[src/rtl/seq_div_32.sv]
// Restoring divider, one quotient bit per clock: DONE pulses WIDTH+1 edges after an accepted START, or 1 edge for B==0 or signed overflow.
// No backpressure: while BUSY is high, START is ignored, and the caller stalls on BUSY/DONE.
module seq_div_32 #(
    parameter int WIDTH = 32
) (
    input  logic             CLK,
    input  logic             RESET_N,
    input  logic             START,
    input  logic             SIGNED,
    input  logic [WIDTH-1:0] A,
    input  logic [WIDTH-1:0] B,
    output logic             BUSY,
    output logic             DONE,
    output logic [WIDTH-1:0] Q,
    output logic [WIDTH-1:0] R,
    output logic             DIV0,
    output logic             OVF
);
    localparam int CW = $clog2(WIDTH);

    typedef enum logic [1:0] {S_IDLE, S_CALC, S_FIX} state_t;

    state_t           state_q, state_d;
    logic             busy_q, busy_d;
    logic             done_q, done_d;
    logic             div0_q, div0_d;
    logic             ovf_q, ovf_d;
    logic             div0_pnd_q, div0_pnd_d;
    logic             ovf_pnd_q, ovf_pnd_d;
    logic             qneg_q, qneg_d;
    logic             rneg_q, rneg_d;
    logic [WIDTH-1:0] q_q, q_d;
    logic [WIDTH-1:0] r_q, r_d;
    logic [WIDTH-1:0] quo_q, quo_d;
    logic [WIDTH-1:0] rem_q, rem_d;
    logic [WIDTH-1:0] dvs_q, dvs_d;
    logic [CW-1:0]    cnt_q, cnt_d;

    logic             a_neg, b_neg, b_zero, ovf_case;
    logic [WIDTH-1:0] a_mag, b_mag;
    logic [WIDTH:0]   trial;

    always_comb begin
        a_neg    = SIGNED & A[WIDTH-1];
        b_neg    = SIGNED & B[WIDTH-1];
        a_mag    = a_neg ? -A : A;
        b_mag    = b_neg ? -B : B;
        b_zero   = (B == '0);
        ovf_case = SIGNED && (A == {1'b1, {(WIDTH-1){1'b0}}}) && (B == '1);
        // One extra bit so a shifted remainder that spills past WIDTH still compares correctly.
        trial    = {rem_q, quo_q[WIDTH-1]} - {1'b0, dvs_q};

        state_d    = state_q;
        busy_d     = busy_q;
        done_d     = 1'b0;
        div0_d     = div0_q;
        ovf_d      = ovf_q;
        div0_pnd_d = div0_pnd_q;
        ovf_pnd_d  = ovf_pnd_q;
        qneg_d     = qneg_q;
        rneg_d     = rneg_q;
        q_d        = q_q;
        r_d        = r_q;
        quo_d      = quo_q;
        rem_d      = rem_q;
        dvs_d      = dvs_q;
        cnt_d      = cnt_q;

        case (state_q)
            S_IDLE: begin
                if (START) begin
                    busy_d     = 1'b1;
                    div0_d     = 1'b0;
                    ovf_d      = 1'b0;
                    div0_pnd_d = 1'b0;
                    ovf_pnd_d  = 1'b0;
                    qneg_d     = a_neg ^ b_neg;
                    rneg_d     = a_neg;
                    quo_d      = a_mag;
                    rem_d      = '0;
                    dvs_d      = b_mag;
                    cnt_d      = CW'(WIDTH - 1);
                    state_d    = S_CALC;
                    // Degenerate cases preload the final raw result and skip iteration.
                    if (b_zero) begin
                        quo_d      = '1;
                        rem_d      = A;
                        qneg_d     = 1'b0;
                        rneg_d     = 1'b0;
                        div0_pnd_d = 1'b1;
                        state_d    = S_FIX;
                    end else if (ovf_case) begin
                        quo_d     = A;
                        rem_d     = '0;
                        qneg_d    = 1'b0;
                        rneg_d    = 1'b0;
                        ovf_pnd_d = 1'b1;
                        state_d   = S_FIX;
                    end
                end
            end
            S_CALC: begin
                quo_d = {quo_q[WIDTH-2:0], ~trial[WIDTH]};
                rem_d = trial[WIDTH] ? {rem_q[WIDTH-2:0], quo_q[WIDTH-1]} : trial[WIDTH-1:0];
                cnt_d = cnt_q - CW'(1);
                if (cnt_q == '0) begin
                    state_d = S_FIX;
                end
            end
            S_FIX: begin
                q_d     = qneg_q ? -quo_q : quo_q;
                r_d     = rneg_q ? -rem_q : rem_q;
                div0_d  = div0_pnd_q;
                ovf_d   = ovf_pnd_q;
                done_d  = 1'b1;
                busy_d  = 1'b0;
                state_d = S_IDLE;
            end
            default: begin
                busy_d  = 1'b0;
                state_d = S_IDLE;
            end
        endcase
    end

    always_ff @(posedge CLK or negedge RESET_N) begin
        if (!RESET_N) begin
            state_q    <= S_IDLE;
            busy_q     <= 1'b0;
            done_q     <= 1'b0;
            div0_q     <= 1'b0;
            ovf_q      <= 1'b0;
            div0_pnd_q <= 1'b0;
            ovf_pnd_q  <= 1'b0;
            qneg_q     <= 1'b0;
            rneg_q     <= 1'b0;
            q_q        <= '0;
            r_q        <= '0;
            quo_q      <= '0;
            rem_q      <= '0;
            dvs_q      <= '0;
            cnt_q      <= '0;
        end else begin
            state_q    <= state_d;
            busy_q     <= busy_d;
            done_q     <= done_d;
            div0_q     <= div0_d;
            ovf_q      <= ovf_d;
            div0_pnd_q <= div0_pnd_d;
            ovf_pnd_q  <= ovf_pnd_d;
            qneg_q     <= qneg_d;
            rneg_q     <= rneg_d;
            q_q        <= q_d;
            r_q        <= r_d;
            quo_q      <= quo_d;
            rem_q      <= rem_d;
            dvs_q      <= dvs_d;
            cnt_q      <= cnt_d;
        end
    end

    assign BUSY = busy_q;
    assign DONE = done_q;
    assign Q    = q_q;
    assign R    = r_q;
    assign DIV0 = div0_q;
    assign OVF  = ovf_q;
endmodule

[config.mk]
export PLATFORM = sky130hd
export DESIGN_NAME = seq_div_32
export DESIGN_NICKNAME = d
export VERILOG_FILES = /design/src/rtl/seq_div_32.sv
export SDC_FILE = /design/constraint.sdc
export NUM_CORES = 1
export LEC_CHECK = 0
export ABC_AREA = 1
export BUFFER_PORTS_ARGS = -buffer_cell sky130_fd_sc_hd__buf_2
export CORE_MARGIN = 8
export CORE_UTILIZATION = 25
export CTS_BUF_LIST = sky130_fd_sc_hd__clkbuf_8
export DETAILED_ROUTE_END_ITERATION = 8
export PLACE_DENSITY = 0.47
export RECOVER_POWER = 100
export SLEW_MARGIN = 20
export SYNTH_ARGS = -nofsm -noshare
export SYNTH_HDL_FRONTEND = slang
export SYNTH_SLANG_ARGS = --single-unit
[constraint.sdc]
create_clock -name CLK -period 2.9 [get_ports CLK]
set_input_delay 0.58 -clock CLK [delete_from_list [all_inputs] [get_ports CLK]]
set_output_delay 0.58 -clock CLK [all_outputs]
set_load 0.1 [all_outputs]
* Word level (Yosys, flattened, before mapping)
Cells that the tools add are included.
** Storage, ports and cells
- Register bits :: 175
- Output and inout bits :: 68
- Word-level logic and storage cells :: 76
** Cells by class
- Add/subtract/negate cells :: 6
- Equal/unequal tests :: 6
- Multiplexer cells :: 32
- Bitwise operators :: 5
- Reductions and logical operators :: 12
** Operators by type and width (number)
- $mux 32 :: 10
- $neg 32->32 :: 4
- $pmux 32 s2 :: 2
- $eq 32x32->1 const B :: 2
- $sub 33x32->33 :: 1
- $logic_not 32->1 :: 1
- $mux 1 :: 10
- $pmux 5 s2 :: 1
- $reduce_and 2->1 :: 5
- $mux 2 :: 4
- $pmux 1 s2 :: 3
- $logic_not 5->1 :: 1
- $mux 5 :: 1
- $sub 5x1->5 const B :: 1
- $ne 2x2->1 const B :: 2
- $pmux 2 s2 :: 1
- $reduce_bool 2->1 :: 2
- $and 1x1->1 :: 2
- $eq 2x1->1 const B :: 1
- $eq 2x2->1 const B :: 1
- $logic_and 1x1->1 :: 2
- $logic_not 2->1 :: 1
- $not 1->1 :: 2
- $xor 1x1->1 :: 1

* Depth between registers and ports, before layout
Gate-level depths: netlist of run 1.
- Depth in word-level cells :: 7
- Gate-level depth with buffers :: 18

* Least setup slack after synthesis of run 1
Ideal clock, no wire load.
- Path kind :: register -> register
- Start :: reg quo_q[31]
- End :: reg rem_q[17]
- Library setup time :: 0.124 ns
- Arrival time :: 2.113 ns
- Path slack :: 0.663 ns
- Cell stages (with the launch flop) :: 19
- Cells stage by stage :: dfrtp_1 -> inv_1 -> ha_1 -> fa_1 -> inv_1 -> nand3_1 -> nand2_1 -> nand2_1 -> nand2_1 -> nand2_1 -> nand2_2 -> nand2_2 -> nand2_2 -> nand2_2 -> nand2_4 -> buf_6 -> nand3_1 -> o211ai_1 -> nand2_1
** Between the ends
- Word-level cells in the longest chain between the ends :: 3
** RTL lines
- start: declaration :: line 34 : logic [WIDTH-1:0] quo_q, quo_d;
- start signal: assignment :: line 155 : quo_q <= quo_d;
- $sub 33x32->33 :: line 51 : trial = {rem_q, quo_q[WIDTH-1]} - {1'b0, dvs_q};
- $mux 32 :: line 104 : rem_d = trial[WIDTH] ? {rem_q[WIDTH-2:0], quo_q[WIDTH-1]} : trial[WIDTH-1:0];
- $pmux 32 s2 :: line 69 : case (state_q)
- end signal: assignment :: line 156 : rem_q <= rem_d;
- end: declaration :: line 35 : logic [WIDTH-1:0] rem_q, rem_d;
Every way passes these cells.
A chain may end at the register's enable or synchronous reset.

* Worst setup path after layout of run 1
Ends and elaborated chain as after synthesis.

==> results.toml, run 1 <==
[drt]
dr.pass1.iters = 5
routed_wl_um = 51310
drtAntennaViolNets = 0
vias = 13350
wl_per_cell_um = 18.25
drc = 0
routed_via_density = 4.749
drt_iter0_markers = 1025

[critical_path]
startpoint = "quo_q[31]"
r2r_cells = 18
worstSetupPathType = "reg2reg"
required_ps = 3360
timing.rr.start = "quo_q[31]"
critPathCapture = "rem_q[17]"
endpoint_kind = "register"
arrival_ps = 3110
reg2reg_slack_ps = 250
crit_fanout = 25
critPathLaunchType = "register"
r2r-end = "rem_q[17]"

[sta]
fmax_ghz = 0.3768
setup_viol = 0
max_slew_margin_pct = 6.269
drv_slew = 0
rsz0062_at_grt = "true"
finalHoldViolations = 0
fin_skew_ps = 18.13
tightest_slew_ps = 1406
finalCritPeriodShare_pct = 91.52
period_minus_slack_ps = 2654

[global_route]
overflow = 0
grt_pass1_vias = 13130
grt.total_usage_pct = 16.96
antenna_found_initial = 7
grt_pass1_wl_um = 79380
grt_max_degree = 109

[pwr]
p_per_area_mw_per_mm2 = 1355
p_leak_nw = 7.346
ir_drop_uv = 450.4

[logic_synthesis]
synthFlopType = "dfrtp_1"
synth_common_cells = "nand2_1, inv_1, nor2_1"
avgSynthCellArea_um2 = 6.741
synth-edff-count = 0
synth_cell_type_count = 51
synth_top_area_cell = "dfrtp_1"
synth-seq-cells = 175
syn_nets = 2072
synth_top_area_share_pct = 33.08
ys_async_sr_fraction_pct = 100.0
synth_area_leaders = "dfrtp_1, nand2_1, inv_1, o21ai_0, nor2_1"
yosysMostFrequentCell = "nand2_1"
yosysWarnings = 0
synthCells = 1964
yosysSeqAreaShare_pct = 33.08
netlist_area_mm2 = 0.01324

[worst_hold_path]
min_path_type = "in2reg"

[placed_design]
place_inst = 2774
dpl-instance-area_mm2 = 0.01492
port_buffers = 135
place_congestion = 0.9164
hpwl_um = 41090

[floorplanning]
die_x_um = 246.1
die-area_mm2 = 0.06058
core_area_mm2 = 0.05245
rows = 84
initial_core_util_pct = 25.25
die_y_um = 246.1
ioPinCount = 136

[clock_tree]
clock_sinks = 175
ctsRootBufferMaster = "clkbuf_8"
cts_tree = "built"
cts_buffers = 17
cts_htree_levels = 4
cts_max_path_buffers = 2
cts_setup_buffers = 0
clk_latency_ps = 580
cts.clk_slew.worst_paths_ps = 110

[final_layout]
num-fill-cells = 5891
fin_area_mm2 = 0.01518
nets = 2214
final_util_pct = 28.95
areaGrowthSynthToFinish_pct = 14.68
drive_above_1_share_pct = 9.391
fin_cells = 2811

[flow_run]
cap_violations = 0

[outcome]
status = "finished, final reports clean"
[cell families after synthesis]
family | after synthesis | share of synthesized area, %
buffers and inverters | 317 | 9.648
xor gates and xnor gates | 110 | 7.276
DFF | 175 | 33.08
adders and majority gates | 40 | 3.837
and+or+nand+nor | 969 | 31.16
AOI/OAI and AO/OA | 353 | 15.01
[how the worst min path moves through the flow]
stage	slack, ps	cells past startpoint	startpoint	end
finish	340	3	B[23]	dvs_q[23]
floorplan	280	0	RESET_N	BUSY
CTS	290	3	B[23]	dvs_q[23]
global placement	460	2	Q[29]	Q[29]
detailed placement	460	2	Q[29]	Q[29]
global route	330	3	START	state_q[0]
[routing by layer]
layer  wire length [µm]  vias up  part of all wire [%]  global-route usage (%)
met5                 41        -                 0.080                       0
met4                514        6                   1.0                   3.537
met3               2348       34                   4.6                   3.704
met2              23040      281                    45                   26.26
met1              25370     6371                    49                   23.95
li1                   -     6658                     -                       -
[state kept, by name, indices dropped and copies added, names as in the netlist]
register    flops
qneg_q          1
ovf_pnd_q       1
BUSY            1
DIV0            1
DONE            1
div0_pnd_q      1
R              32
quo_q          32
cnt_q           5
state_q         2
dvs_q          32
OVF             1
rneg_q          1
rem_q          32
Q              32
[timing repair]
| item | CTS | global route |
|---|---|---|
| resized for setup | 0 | 2 |
| endpoints found under the setup margin | 0 | 7 |
| hold endpoints to repair | 48 | 0 |
| hold buffers | 1 | 0 |
[cell usage in the layout (no fill, tap or decap), drive strengths merged, types with 2 or more instances in the layout]
master / instances
a211oi: 3
a21o: 4
a21oi: 88
a31oi: 4
buf: 110
bufinv: 2
clkbuf: 95
clkinv: 4
clkinvlp: 2
dfrtp: 175
diode: 4
ha: 39
inv: 258
nand2: 535
nand3: 115
nand3b: 7
nand4: 30
nor2: 229
nor3: 29
nor3b: 2
nor4: 13
o211ai: 28
o21ai: 183
o21bai: 10
o221ai: 3
o22ai: 10
o31ai: 8
o32ai: 8
o41ai: 2
or2: 7
xnor2: 24
xor2: 86
[critical path: stages (launching register included)]
cell and delay, ps:
dfrtp_1 370, inv_1 90, ha_1 230, fa_1 410, inv_1 70, nand3_1 60, nand2_1 130, nand2_1 60
nand2_1 110, nand2_1 80, nand2_2 110, nand2_2 90, nand2_2 80, nand2_2 70, nand2_4 140, buf_12 180
nand3_1 90, o211ai_1 80, nand2_1 60
[power by group]
part	total (mW)	switching, mW	leakage (nW)	internal, mW
sequential	4.54	0.967	2.18	3.57
combinational	14.1	10.3	4.96	3.86
clock	1.91	1.11	0.208	0.793
total	20.6	12.4	7.35	8.22
[stage by stage]
step | TNS, ps | worst slack (ps) | total power, mW | hold WS [ps]
after global placement | 0 | 316.6 | 18.76 | 464.2
after global routing | -2.932 | -2.226 | 22.42 | 331.0
final | 0 | 246.0 | 20.58 | 342.0
after floorplan | 0 | 662.6 | 15.10 | 284.4
after CTS | 0 | 238.6 | 20.82 | 288.0
after detailed placement | 0 | 270.5 | 18.82 | 460.6
[final cells by class]
class	count	area, µm²	share of cell area, %
antenna	4	10.01	0.06593
clock buffer	17	234.0	1.541
clock inverter	15	172.7	1.137
inverter	251	943.4	6.213
multi-input combinational	1472	7567	49.84
sequential	175	4379	28.84
tap	688	860.8	5.670
timing repair buffer	189	1016	6.691
Note: power is estimated with default switching activity, not from simulation.
==> inputs of run 2 (changes only) <==
==> constraint.sdc (replaced) <==
create_clock -name CLK -period 2.9 [get_ports CLK]
set_input_delay 0.145 -clock CLK [delete_from_list [all_inputs] [get_ports CLK]]
set_output_delay 0.145 -clock CLK [all_outputs]
set_load 0.1 [all_outputs]
==> run 2 against run 1 <==
Design area rose by 1.4%. Utilization rose by 0.39 points. Clock skew rose by 3.5 ps. Via count barely moved. Hold slack got worse by 300 ps. Count of clock-buffer cells in the layout rose by 2. Power rose by 0.66%. Worst setup slack got worse by 59 ps. Largest power group unchanged. Critical endpoint is now quo_q[29]. Die area did not move. The run now ends with max-capacitance violations, max-slew violations left. First-iteration DRC count fell by 9.7%. Maximum frequency fell by 2.2%. Sequential share of layout area fell by 0.39 points.
==> results.toml, run 2 (same netlist as run 1, synthesis figures left out) <==
[clock_tree]
cts_setup_buffers = 0
ctsRootBufferMaster = "clkbuf_8"
cts_tree = "built"
cts_htree_levels = 4
cts.clk_slew.worst_paths_ps = 110
cts_buffers = 17
clock_sinks = 175
cts_max_path_buffers = 2
clk_latency_ps = 530

[final_layout]
num-fill-cells = 5915
layout_commonest_cell = "nand2_1"
final_cell_mix = "nand2_1, inv_1, nor2_1"
areaGrowthSynthToFinish_pct = 16.24
fin_area_mm2 = 0.01539
nets = 2238
drive_above_1_share_pct = 7.937

[drt]
routed_via_density = 4.714
wl_per_cell_um = 18.07
drt_iter0_markers = 926
dr.pass1.iters = 6
vias = 13350
drc = 0
routed_wl_um = 51170
drtAntennaViolNets = 0

[pwr]
p_per_area_mw_per_mm2 = 1346
ir_drop_uv = 513.0
p_leak_nw = 7.413
totalPowerFinal_mw = 20.71

[sta]
period_minus_slack_ps = 2713
setup_viol = 0
drv_slew = 61
fin_skew_ps = 21.64
finalCritPeriodShare_pct = 93.55
tightest_slew_ps = 1721
max_slew_margin_pct = -14.70
fin_setup_tns_ps = 0
finalHoldViolations = 0
fmax_ghz = 0.3686
hold_slack_ps = 43.13
setup_ws_ps = 187.1

[global_route]
grt.total_usage_pct = 16.68
grt_max_degree = 61
grt_pass1_vias = 13000
antenna_found_initial = 5
overflow = 0
grt_pass1_wl_um = 78830

[placed_design]
dpl-instance-area_mm2 = 0.01494
hpwl_um = 41370
place_congestion = 0.9201
dp_slack_ps = 237.7
port_buffers = 135

[critical_path]
arrival_ps = 3110
timing.rr.start = "quo_q[31]"
reg2reg_slack_ps = 250
worstSetupPathType = "in2reg"
cpPeakStageDelay_ps = 540
critPathLaunchType = "input port"
crit_fanout = 14
endpoint_kind = "register"
crit_slowest_cell = "dlygate4sd3_1"
required_ps = 3300
r2r-end = "rem_q[17]"
r2r_cells = 18
crit_chain = "dlygate4sd3_1 -> buf_2 -> inv_1 -> ha_1 -> nand3_1 -> nor2_4 -> nand4_1 -> nor2_1 -> nand3_1 -> buf_12 -> o21ai_0 -> nand2_1 -> nand2_1 -> o21ai_0"

[floorplanning]
die_y_um = 246.1
ioPinCount = 136
core_area_mm2 = 0.05245
initial_core_util_pct = 25.25
rows = 84
die_x_um = 246.1
die-area_mm2 = 0.06058

[worst_hold_path]
hold_depth = 3
holdPathEnd = "rem_q[1]"
holdCritStartpoint = "A[1]"
min_path_type = "in2reg"

[flow_run]
cap_violations = 1

[outcome]
violations = "max-capacitance violations, max-slew violations"
status = "finished, violations left"
==> run 2: cell count changes in the layout (fill, tap and decap cells not counted), sizes merged <==
cell,previous run,this run
dlygate4sd3,1,25
clkbuf,95,113
inv,258,255
clkinvlp,2,1
buf,110,94
diode,4,2
bufinv,2,3
==> run 2: area by class of cell <==
type / count / area, µm² / area share, %
clock inverter: 12 / 158.9 / 1.033
clock buffer: 19 / 261.5 / 1.699
sequential: 175 / 4379 / 28.46
multi-input combinational: 1472 / 7540 / 48.99
antenna: 2 / 5.005 / 0.03252
tap: 688 / 860.8 / 5.593
inverter: 251 / 942.2 / 6.122
timing repair buffer: 213 / 1242 / 8.073
==> run 2: critical path, delay by kind of cell <==
family	cells	cell delay, ps
fa+ha+maj	1	190
buf+inv	4	1120
simple gates	7	1480
compound gates	2	180
==> run 2: worst max path at each step <==
stage	startpoint	endpoint	slack (ps)	cells past startpoint
6_report	A[0]	quo_q[29]	190	14
5_1_grt	quo_q[31]	rem_q[12]	-1	18
4_1_cts	quo_q[31]	rem_q[17]	220	18
3_5_place_dp	quo_q[31]	rem_q[17]	240	18
3_3_place_gp	quo_q[31]	rem_q[17]	290	18
2_1_floorplan	quo_q[31]	rem_q[17]	660	18
==> run 2: timing repair <==
action,4_1_cts,5_1_grt
setup endpoints to repair,0,13
resized for setup,0,2
hold endpoints to repair,82,0
hold buffers,25,0
==> run 2: report_power, final <==
part | internal (mW) | switching (mW) | total, mW
logic | 3.91 | 10.2 | 14.1
clock network | 0.900 | 1.05 | 1.95
registers | 3.57 | 1.06 | 4.63
total | 8.38 | 12.3 | 20.7
==> run 2: stage by stage <==
step / util [%] / cells
floorplan: - / 1964
global placement: 28.50 / 2774
detailed placement: 28.50 / 2774
CTS: 29.77 / 2830
global route: 29.34 / 2831
finish: 29.34 / 2832
==> run 2: routing by layer <==
metal / part of all wire [%] / global-route usage, %
met5: 0.078 / 0
met4: 1.0 / 3.449
met3: 4.4 / 2.783
met2: 44 / 25.97
met1: 50 / 23.97
